--- src/rtl/mem_arb_pkg.sv ---
// mem_arb_pkg: shared types and defaults for the unified memory arbiter.
// Build option ARB_RR_EN selects round-robin grant instead of D-over-I.
package mem_arb_pkg;

  localparam int ADDR_W_DEF   = 16;
  localparam int DATA_W_DEF   = 32;
  localparam int MAX_WAIT_DEF = 15;

  typedef enum logic [1:0] {
    IDLE  = 2'd0,
    ISSUE = 2'd1,
    WAIT  = 2'd2,
    RESP  = 2'd3
  } state_e;

  typedef enum logic {
    CLI_I = 1'b0,
    CLI_D = 1'b1
  } cli_e;

  typedef enum logic {
    OP_RD = 1'b0,
    OP_WR = 1'b1
  } op_e;

  function automatic cli_e other_cli(input cli_e c);
    return (c == CLI_I) ? CLI_D : CLI_I;
  endfunction

endpackage

--- src/rtl/mem_arb_grant.sv ---
// mem_arb_grant: combinational winner select between I and D clients.
// ARB_RR_EN: tie goes to the client not granted last; else D wins.
module mem_arb_grant
  import mem_arb_pkg::*;
(
  input  logic i_req,
  input  logic d_req,
  input  cli_e last_grant,
  output logic gnt_vld,
  output cli_e gnt_cli
);

  cli_e tie_win;

`ifdef ARB_RR_EN
  assign tie_win = other_cli(last_grant);
`else
  logic unused_last;
  assign unused_last = last_grant;
  assign tie_win     = CLI_D;
`endif

  // Resolve the pending requesters into a single winner.
  always_comb begin
    gnt_vld = i_req | d_req;
    gnt_cli = CLI_I;
    unique case (1'b1)
      (i_req & d_req):  gnt_cli = tie_win;
      (d_req & ~i_req): gnt_cli = CLI_D;
      default:          gnt_cli = CLI_I;
    endcase
  end

endmodule

--- src/rtl/mem_arbiter.sv ---
// mem_arbiter: two-client (I/D) front end for unified_mem with timeout.
// Define ARB_RR_EN for round-robin instead of fixed D-over-I priority.
module mem_arbiter
  import mem_arb_pkg::*;
#(
  parameter int ADDR_W   = ADDR_W_DEF,
  parameter int DATA_W   = DATA_W_DEF,
  parameter int MAX_WAIT = MAX_WAIT_DEF
) (
  input  logic              clk,
  input  logic              rst_n,
  input  logic [ADDR_W-1:0] i_addr,
  input  logic              i_re,
  output logic [DATA_W-1:0] i_rd_data,
  output logic              i_ack,
  input  logic [ADDR_W-1:0] d_addr,
  input  logic              d_re,
  input  logic              d_we,
  input  logic [DATA_W-1:0] d_wdata,
  output logic [DATA_W-1:0] d_rd_data,
  output logic              d_ack,
  output logic [ADDR_W-1:0] mem_addr,
  output logic              mem_re,
  output logic              mem_we,
  output logic [DATA_W-1:0] mem_wdata,
  input  logic [DATA_W-1:0] mem_rd_data,
  input  logic              mem_rdy,
  output logic              mem_err
);

  localparam int CNT_W = $clog2(MAX_WAIT + 1);
  localparam logic [CNT_W-1:0] CNT_LAST = CNT_W'(MAX_WAIT - 1);
  localparam logic [CNT_W-1:0] CNT_ONE  = CNT_W'(1);

  state_e           state;
  cli_e             owner;
  op_e              op;
  logic [CNT_W-1:0] wait_cnt;

  logic d_req;
  logic gnt_vld;
  cli_e gnt_cli;
  cli_e last_grant;

  assign d_req = d_re | d_we;

  mem_arb_grant u_grant (
    .i_req      (i_re),
    .d_req      (d_req),
    .last_grant (last_grant),
    .gnt_vld    (gnt_vld),
    .gnt_cli    (gnt_cli)
  );

`ifdef ARB_RR_EN
  // Remember the most recent winner so ties alternate.
  always_ff @(posedge clk or negedge rst_n) begin
    if (!rst_n) begin
      last_grant <= CLI_I;
    end else if (state == IDLE && gnt_vld) begin
      last_grant <= gnt_cli;
    end
  end
`else
  assign last_grant = CLI_I;
`endif

  // Transaction FSM: grant, strobe, wait for rdy or timeout, ack.
  always_ff @(posedge clk or negedge rst_n) begin
    if (!rst_n) begin
      state     <= IDLE;
      owner     <= CLI_I;
      op        <= OP_RD;
      wait_cnt  <= '0;
      i_ack     <= 1'b0;
      d_ack     <= 1'b0;
      mem_re    <= 1'b0;
      mem_we    <= 1'b0;
      mem_addr  <= '0;
      mem_wdata <= '0;
      i_rd_data <= '0;
      d_rd_data <= '0;
      mem_err   <= 1'b0;
    end else begin
      i_ack  <= 1'b0;
      d_ack  <= 1'b0;
      mem_re <= 1'b0;
      mem_we <= 1'b0;
      unique case (state)
        IDLE: begin
          if (gnt_vld) begin
            owner <= gnt_cli;
            state <= ISSUE;
            if (gnt_cli == CLI_D) begin
              mem_addr  <= d_addr;
              mem_wdata <= d_wdata;
              op        <= d_we ? OP_WR : OP_RD;
              mem_we    <= d_we;
              mem_re    <= ~d_we;
            end else begin
              mem_addr <= i_addr;
              op       <= OP_RD;
              mem_re   <= 1'b1;
            end
          end
        end
        ISSUE: begin
          wait_cnt <= '0;
          state    <= WAIT;
        end
        WAIT: begin
          if (mem_rdy) begin
            if (op == OP_RD) begin
              if (owner == CLI_D) begin
                d_rd_data <= mem_rd_data;
              end else begin
                i_rd_data <= mem_rd_data;
              end
            end
            i_ack <= (owner == CLI_I);
            d_ack <= (owner == CLI_D);
            state <= RESP;
          end else if (wait_cnt == CNT_LAST) begin
            wait_cnt <= wait_cnt + CNT_ONE;
            mem_err  <= 1'b1;
            if (op == OP_RD) begin
              if (owner == CLI_D) begin
                d_rd_data <= '0;
              end else begin
                i_rd_data <= '0;
              end
            end
            i_ack <= (owner == CLI_I);
            d_ack <= (owner == CLI_D);
            state <= RESP;
          end else begin
            wait_cnt <= wait_cnt + CNT_ONE;
          end
        end
        RESP: begin
          state <= IDLE;
        end
        default: begin
          state <= IDLE;
        end
      endcase
    end
  end

endmodule

--- config.mk ---
export PLATFORM = sky130hd
export DESIGN_NAME = mem_arbiter
export DESIGN_NICKNAME = d
export VERILOG_FILES = /design/src/rtl/mem_arb_pkg.sv /design/src/rtl/mem_arb_grant.sv /design/src/rtl/mem_arbiter.sv
export SDC_FILE = /design/constraint.sdc
export NUM_CORES = 1
export LEC_CHECK = 0
export BUFFER_PORTS_ARGS = -buffer_cell sky130_fd_sc_hd__buf_4
export CAP_MARGIN = 10
export CORE_MARGIN = 1.5
export CORE_UTILIZATION = 51
export CTS_CLUSTER_SIZE = 8
export DETAILED_ROUTE_END_ITERATION = 8
export HOLD_SLACK_MARGIN = 0.05
export PLACE_DENSITY = 0.85
export SYNTH_ARGS = -nofsm -noshare
export SYNTH_HDL_FRONTEND = slang
export SYNTH_HIERARCHICAL = 1
export SYNTH_SLANG_ARGS = --single-unit
--- constraint.sdc ---
create_clock -name clk -period 4.4 [get_ports clk]
set_input_delay 0.88 -clock clk [delete_from_list [all_inputs] [get_ports clk]]
set_output_delay 0.88 -clock clk [all_outputs]
set_load 0.02 [all_outputs]
### Yosys cells after proc, flatten, opt, wreduce, memory -nomap -nowiden

Cells that the tools add are included.
Widths: inputs -> output; s select.

| storage, ports and cells | value |
|---|---|
| bits in registers | 125 |
| bits of input ports | 102 |
| output and inout port bits | 117 |
| logic and storage cells | 75 |

| cells by class | value |
|---|---|
| $add $sub $neg | 1 |
| eq/ne operators | 7 |
| mux-type cells | 34 |
| bitwise logic cells | 9 |
| reductions and logical operators | 11 |

Operators by type and width:

| cell | count |
|---|---|
| $mux 32 | 12 |
| $mux 16 | 1 |
| $mux 1 | 15 |
| $pmux 2 s4 | 1 |
| $pmux 4 s2 | 1 |
| $reduce_and 4->1 | 2 |
| $mux 2 | 3 |
| $reduce_and 2->1 | 3 |
| $reduce_and 3->1 | 2 |
| $not 1->1 | 5 |
| $add 4x1->4 const B | 1 |
| $eq 2x2->1 const B | 2 |
| $eq 4x4->1 const B | 1 |
| $mux 4 | 1 |
| $ne 2x2->1 const B | 2 |
| $reduce_bool 2->1 | 2 |
| $ne 3x3->1 const B | 1 |
| $and 1x1->1 | 2 |
| $eq 2x1->1 const B | 1 |
| $logic_not 2->1 | 1 |
| $or 1x1->1 | 2 |
| $reduce_or 2->1 | 1 |

### Depth between registers and ports, before layout

Gate-level depths: netlist (run 1).

| logic depth | value |
|---|---|
| depth after elaboration | 7 |
| mapped depth | 7 |
| gate-level depth less buffers | 5 |

### Cells and area by module

The synthesis (run 1) kept the hierarchy.

By module, submodules not included:

| module | times used | cells each | area an instance (µm²) | sequential area each (µm²) |
|---|---|---|---|---|
| mem_arbiter | 1 | 415 | 5088.6 | 3128.0 |
| mem_arb_grant | 1 | 2 | 10.0 | 0.0 |

### Worst setup path before layout (run 1)

OpenSTA, ideal clock, no wires.

| timing | value |
|---|---|
| path kind | input port to flip-flop |
| start point | input port d_we |
| end point | register mem_wdata[10] |
| library setup time | 125 ps |
| arrival | 2289 ps |
| data required time | 4275 ps |
| setup slack | 1986 ps |
| stages | 6 |
| path buffers | 1 |
| cells stage by stage | or2_2 -> or2_1 -> and2_1 -> nand2_1 -> buf_2 -> mux2_2 |

RTL lines:

| element | line | source |
|---|---|---|
| start: declaration | mem_arbiter.sv:18 | `input logic d_we,` |
| $or 1x1->1 | mem_arbiter.sv:45 | `assign d_req = d_re \| d_we;` |
| $or 1x1->1 | mem_arb_grant.sv:25 | `gnt_vld = i_req \| d_req;` |
| net gnt_vld | mem_arbiter.sv:41 | `logic gnt_vld;` |
| $reduce_and 3->1 (no source line) | -- |  |
| end signal: assignment | mem_arbiter.sv:96 | `mem_wdata <= d_wdata;` |
| end: declaration | mem_arbiter.sv:25 | `output logic [DATA_W-1:0] mem_wdata,` |

The timed path passes the listed nets, and every way through them passes these cells.
A chain may end at the register's enable or synchronous reset.

### Final worst setup path (run 1)

| timing | value |
|---|---|
| start point | input port d_we |
| end point | register mem_wdata[9] |

RTL lines:

| element | line | source |
|---|---|---|
| $or 1x1->1 | mem_arbiter.sv:45 |  |
| net d_req | mem_arbiter.sv:40 | `logic d_req;` |
| $or 1x1->1 | mem_arb_grant.sv:25 |  |
| net gnt_vld | mem_arbiter.sv:41 |  |
| $reduce_and 3->1 (no source line) | -- |  |

The timed path passes the listed nets, and every way through them passes these cells.

==> results.md, run 1 <==
* Outcome: complete, no violations
* Total power at 0.005614 W
* Crit Path Max Fanout at 32
* Least-Margin Pin Slew at approximately 900 ps
* GP Congestion at 0.8109
* Detailed Route Iter0 Violations at 86
* Synth Net Count at 523
* Clock transition at path regs at 50 ps
* Post-CTS Hold Buffers at 0
* Required time of the critical path at ~4800 ps
* Post-Syn Area at roughly 5100 um^2
* Cell area after layout at 7320 um^2
* Post-DP Area at about 7000 um^2
* RSZ-0062 raised after global routing: no
* Post_cts resized at 0
* Most common cell after layout, fill and taps aside: buf_4
* Clock sinks at around 130
* TNS Setup at 0 ps
* Vias in the first global route at 4055
* Worst reg2reg endpoint: d_rd_data[26]
* Power Dens Cells at 766.9 nW/um^2
* R2R Setup Slk at 2380 ps
* HP Class: in -> async
* Max-slew violation count at 0
* Fin. Hold Viols at 0
* Clock Latency Late Sink at slightly above 500 ps
* First-pass GRT wire length at approximately 20 mm
* Critical-path cell list: buf_4 > or2_2 > or2_1 > and2_1 > nand2_1 > buf_4 > mux2_2
* Cells after Synth at 416
* DR vias at 4075
* Crit path max-delay family: simple AND/OR/NAND/NOR gates
* Grt total ovfl at 0
* Starting Density at 52.37%
* Synth Warn # at 6
* Final setup skew at 9.827 ps
* CP startpoint kind: input port
* DRC violations left at 0
* Number of vias per cell at 5.292
* Most frequent CP cell: buf_4
* Placed wire-length estimate at 9.647 mm
* Relative slew margins at roughly two fifths
* Initial antenna violation count at 0
* Depth of the most critical reg-to-reg path at 6
* Core area at 9729 um^2
* Crit path largest cell delay at 500 ps
* Worst flop-to-flop path startpoint: state[0]
* Slowest cell on crit path: or2_2
* Rows at 36
* Endpoints failing setup at 0
* LEAKAGE at around 3.7 nW
* Die ar. at 10600 um^2
* First drt pass iteration count at 4
* Worst-case clock buffer depth at 2
* Buffer and inverter count on the worst path at 2
* ANT nets after route at 0
* Worst EP arrival at between 2000 and 3000 ps
* Total track usage at 25.96%
* Boundary pin count at 219
* Largest net degree at the start of global routing at 74
* Max_cap viols at 0
* Fin crit period at 2518 ps
* H-tree levels at 4
* Crit path launch: d_we
* I/O Buffers at 218
* Max VDD drop at 0.0004135 V
* Total CTS buffers at 17
* Crit Path Category: in -> reg
* Final Cycle Share at a little under three fifths
* Critical Path Sink Type: register
* Die width at 103.0 um
* Nets at 738
* Total wire length at 13.61 mm
* Area grow syn2layout at 43.66%
* Commonest non-fill, non-tap cells in the layout: 225 x buf_4, 125 x dfrtp_1, 84 x nand2_1
* Die Height at 103.0 um
* CTS Root Cell: clkbuf_8
* Setup Fix Bufs, Post-CTS at 0
* Avg WL per Cell at about 18 um
* Peak Freq at 0.3972 GHz
* Share of cells above drive strength 1 at between 40% and 50%
* ANT cells at 0
* CTS tree: built
* Mapped Avg Cell Area at 12.25 um^2
metal layers:
layer	track usage, %	vias to the layer above	wire length, um
met3	7.932	15	1116
met2	44.23	184	7023
met5	0	-	0
met4	9.459	0	196
li1	-	1903	-
met1	31.24	1973	5276
power breakdown:
part	internal (W)	switching (W)
registers	0.00168	0.000335
clock network	0.000708	0.000443
logic	0.00110	0.00136
area by class of cell:
type / instances / area (um^2)
multi-input cells: 257 / 1822
inverters: 4 / 15.01
flip-flops and latches: 125 / 3128
repair buffers: 226 / 1709
clock inverters: 4 / 20.02
clock buffers: 21 / 459.2
fillers: 688 / 2410
well taps: 133 / 166.4
flip-flops by register name (all words and copies together), names as in the netlist:
signal and flops:
d_rd_data 32, i_rd_data 32, mem_wdata 32, mem_addr 16, wait_cnt 4, state 2
d_ack 1, i_ack 1, mem_err 1, mem_re 1, mem_we 1, op 1
owner 1
how the worst max path moves through the flow:
| stage | to | slack, ps | depth (start not counted) |
|---|---|---|---|
| floorplan | mem_wdata[10] | 1990 | 6 |
| global placement | mem_wdata[6] | 1430 | 7 |
| detailed placement | mem_wdata[31] | 1370 | 7 |
| CTS | mem_wdata[9] | 1900 | 7 |
| global route | mem_wdata[31] | 1790 | 7 |
| finish | mem_wdata[9] | 1880 | 7 |
metrics by stage:
stage / std cells / setup WS, ps / hold slack (ps) / utilization [%]
detailed placement: 745 / 1372 / 461.2 / 70.31
global route: 770 / 1792 / 457.1 / 75.23
floorplan: 416 / 1986 / 487.1 / -
global placement: 745 / 1432 / 450.4 / 70.31
CTS: 770 / 1903 / 417.8 / 75.23
finish: 770 / 1882 / 406.3 / 75.23
Power figures use the tool's default switching activity.
==> inputs of run 2 (changes only) <==
--- a/config.mk
+++ b/config.mk
@@ -8,11 +8,11 @@
 export BUFFER_PORTS_ARGS = -buffer_cell sky130_fd_sc_hd__buf_4
 export CAP_MARGIN = 10
 export CORE_MARGIN = 1.5
-export CORE_UTILIZATION = 51
+export CORE_UTILIZATION = 43
 export CTS_CLUSTER_SIZE = 8
 export DETAILED_ROUTE_END_ITERATION = 8
 export HOLD_SLACK_MARGIN = 0.05
-export PLACE_DENSITY = 0.85
+export PLACE_DENSITY = 0.76
 export SYNTH_ARGS = -nofsm -noshare
 export SYNTH_HDL_FRONTEND = slang
 export SYNTH_HIERARCHICAL = 1
==> constraint.sdc (replaced) <==
create_clock -name clk -period 2 [get_ports clk]
set_input_delay 0.4 -clock clk [delete_from_list [all_inputs] [get_ports clk]]
set_output_delay 0.4 -clock clk [all_outputs]
set_load 0.02 [all_outputs]
==> run 2 against run 1 <==
  * Hold slack worse by 200 ps
  * First-iteration DRC count grew to 2.6 times the previous value
  * Cell area rose by 3.0%
  * Critical path type is now reg -> reg
  * Total power rose by 130%
  * Critical endpoint is now mem_wdata[15]
  * Largest cell class unchanged
  * Register-to-register slack got worse by 2100 ps
==> results.md, run 2 (same netlist as run 1, synthesis figures left out) <==
* Outcome: complete, no violations
* Core area at 11470 um^2 (+18%)
* Largest net degree at the start of global routing at 49 (-34%)
* Die ar. at 12510 um^2 (+18%)
* CP startpoint kind: register
* Peak Freq at a little under 0.6 GHz
* DR vias at 4115 (+0.98%)
* LEAKAGE at 3.771 nW (+2.2%)
* Clock transition at path regs at 50 ps (about the same)
* Max-slew violation count at 0 (unchanged)
* DRC violations left at 0 (unchanged)
* Clock network power share at 22.6% (+2.1 points)
* Grt total ovfl at 0 (unchanged)
* RSZ-0062 raised after global routing: no
* Hold_sp: d_we
* Starting Density at 44.43% (-7.9 points)
* Boundary pin count at 219 (unchanged)
* Fin crit period at 1730 ps
* Net Sw Frac at 36.81% (-1.2 points)
* Placed wire-length estimate at 9.461 mm (-1.9%)
* CTS Root Cell: clkbuf_16
* Endpoints failing setup at 0 (unchanged)
* Post_cts resized at 0 (unchanged)
* Depth of the most critical reg-to-reg path at 6 (unchanged)
* Die width at 111.9 um (+8.6%)
* R2R Setup Slk at 270 ps (-2110 ps)
* Hold endpoint: mem_re
* Max_cap viols at 0 (unchanged)
* First drt pass iteration count at 4 (unchanged)
* Cell Int Power at 0.008045 W (+130%)
* ANT cells at 0 (unchanged)
* Most common cell after layout, fill and taps aside: buf_4
* Clock sinks at 125 (unchanged)
* Worst reg2reg endpoint: mem_wdata[15]
* I/O Buffers at 218 (unchanged)
* Clock Latency Late Sink at 400 ps (-110 ps)
* Detailed Route Iter0 Violations at 227 (+160%)
* H-tree levels at 4 (unchanged)
* Avg WL per Cell at 16.81 um (-4.9%)
* Initial antenna violation count at 0 (unchanged)
* GP Congestion at 0.7580 (-6.5%)
* Commonest non-fill, non-tap cells in the layout: 223 x buf_4, 125 x dfrtp_1, 84 x nand2_1
* TNS Setup at 0 ps (unchanged)
* Post-layout util at 65.74% (-9.5 points)
* Worst flop-to-flop path startpoint: state[0]
* Least-Margin Pin Slew at 458.5 ps (-420.4 ps)
* Number of vias per cell at 5.196 (-1.8%)
* Fin. Hold Viols at 0 (unchanged)
* Crit Path Max Fanout at 32 (unchanged)
* Final hold slack at 201.8 ps (-204.5 ps)
* Area grow syn2layout at 47.96%
* FILL cells at 875 (+27%)
* Net Switching at 0.004687 W (+120%)
* Total track usage at 22.20% (-3.8 points)
* Nets at 744 (+0.81%)
* Setup Fix Bufs, Post-CTS at 0 (unchanged)
* Crit Path Category: reg -> reg
* Final setup skew at 10.03 ps (+0.2043 ps)
* Total power at 0.01273 W (+130%)
* Worst-case clock buffer depth at 2 (unchanged)
* Die Height at 111.9 um (+8.6%)
* First-pass GRT wire length at 21.80 mm (+6.3%)
* Non-Filler Instances at 792 (+2.9%)
* Logic pwr share at 43.0% (-0.7 points)
* HP Class: in -> reg
* Vias in the first global route at 4425 (+9.1%)
* Final Cycle Share at 86.52%
* Sequential Power Share at 34.4% (-1.4 points)
* Share of cells above drive strength 1 at 45.45% (+0.24 points)
* ANT nets after route at 0 (unchanged)
* Max VDD drop at 0.0009743 V (+140%)
* Power Dens Cells at 1689 nW/um^2 (+120%)
* WHS Path Cells at 2
* CTS tree: built
* Placed Cells at 760 (+2.0%)
* Rows at 39 (+8.3%)
* Total CTS buffers at 17 (unchanged)
* Relative slew margins at 69.44% (+28 points)
* Total wire length at 13.32 mm (-2.2%)
* Required time of the critical path at 2280 ps (-2510 ps)
* Critical Path Sink Type: register
* Worst EP arrival at 2010 ps (-890 ps)
* Biggest regs: d_rd_data: 32 flops, i_rd_data: 32 flops, mem_wdata: 32 flops
## run 2: cell count changes in the layout (fill, tap and decap cells not counted)
cell,delta
buf_12,+7
buf_4,-2
clkbuf_8,-3
clkbuf_1,+4
bufinv_16,+2
clkinvlp_4,+1
clkinv_2,+1
clkbuf_16,+1
dlygate4sd3_1,+1
## run 2: metrics by stage
step	setup WS, ps	cell area [um^2]
global placement	-34.32	6978
finish	269.6	7538
floorplan	66.46	5095
detailed placement	-78.23	6978
global route	177.8	7538
CTS	288.8	7538
## run 2: final cells by class
class,instances,area (um^2),share of cell area [%]
repair buffers,232,1844,24.46
clock inverters,8,92.59,1.228
multi-input cells,257,1822,24.17
well taps,143,178.9,2.373
flip-flops and latches,125,3128,41.49
inverters,4,15.01,0.1992
clock buffers,23,457.9,6.075
## run 2: worst max-delay path by stage
stage / startpoint / to / slack (ps) / cells after the start
floorplan: d_we / mem_wdata[10] / 70 / 6
global placement: d_we / mem_wdata[16] / -30 / 7
detailed placement: d_we / mem_wdata[4] / -80 / 7
CTS: state[0] / mem_wdata[15] / 290 / 6
global route: state[0] / mem_wdata[15] / 180 / 6
finish: state[0] / mem_wdata[15] / 270 / 6
## run 2: worst max-delay path, stage by stage (launching register included)
cell     delay [ps]
dfrtp_1         380
inv_1            70
ha_1            250
and2_1          170
nand2_1         130
buf_12          210
mux2_2          360
## run 2: power groups by stage
stage / logic (W) / registers (W) / clock network [W]
floorplan: 0.00171 / 0.00563 / 0
global placement: 0.00538 / 0.00435 / 0
detailed placement: 0.00554 / 0.00440 / 0
CTS: 0.00554 / 0.00439 / 0.00294
global route: 0.00589 / 0.00453 / 0.00306
finish: 0.00547 / 0.00438 / 0.00288
## run 2: timing repair
item                       CTS  global route
setup endpoints to repair    0             0
hold buffers                 1             0
hold endpoints to repair    32             0
## run 2: metal layers
layer / wire length, um / global-route usage, %
met4: 225 / 8.186
met1: 5179 / 25.47
met3: 1172 / 7.893
met5: 0 / 0
met2: 6740 / 38.25
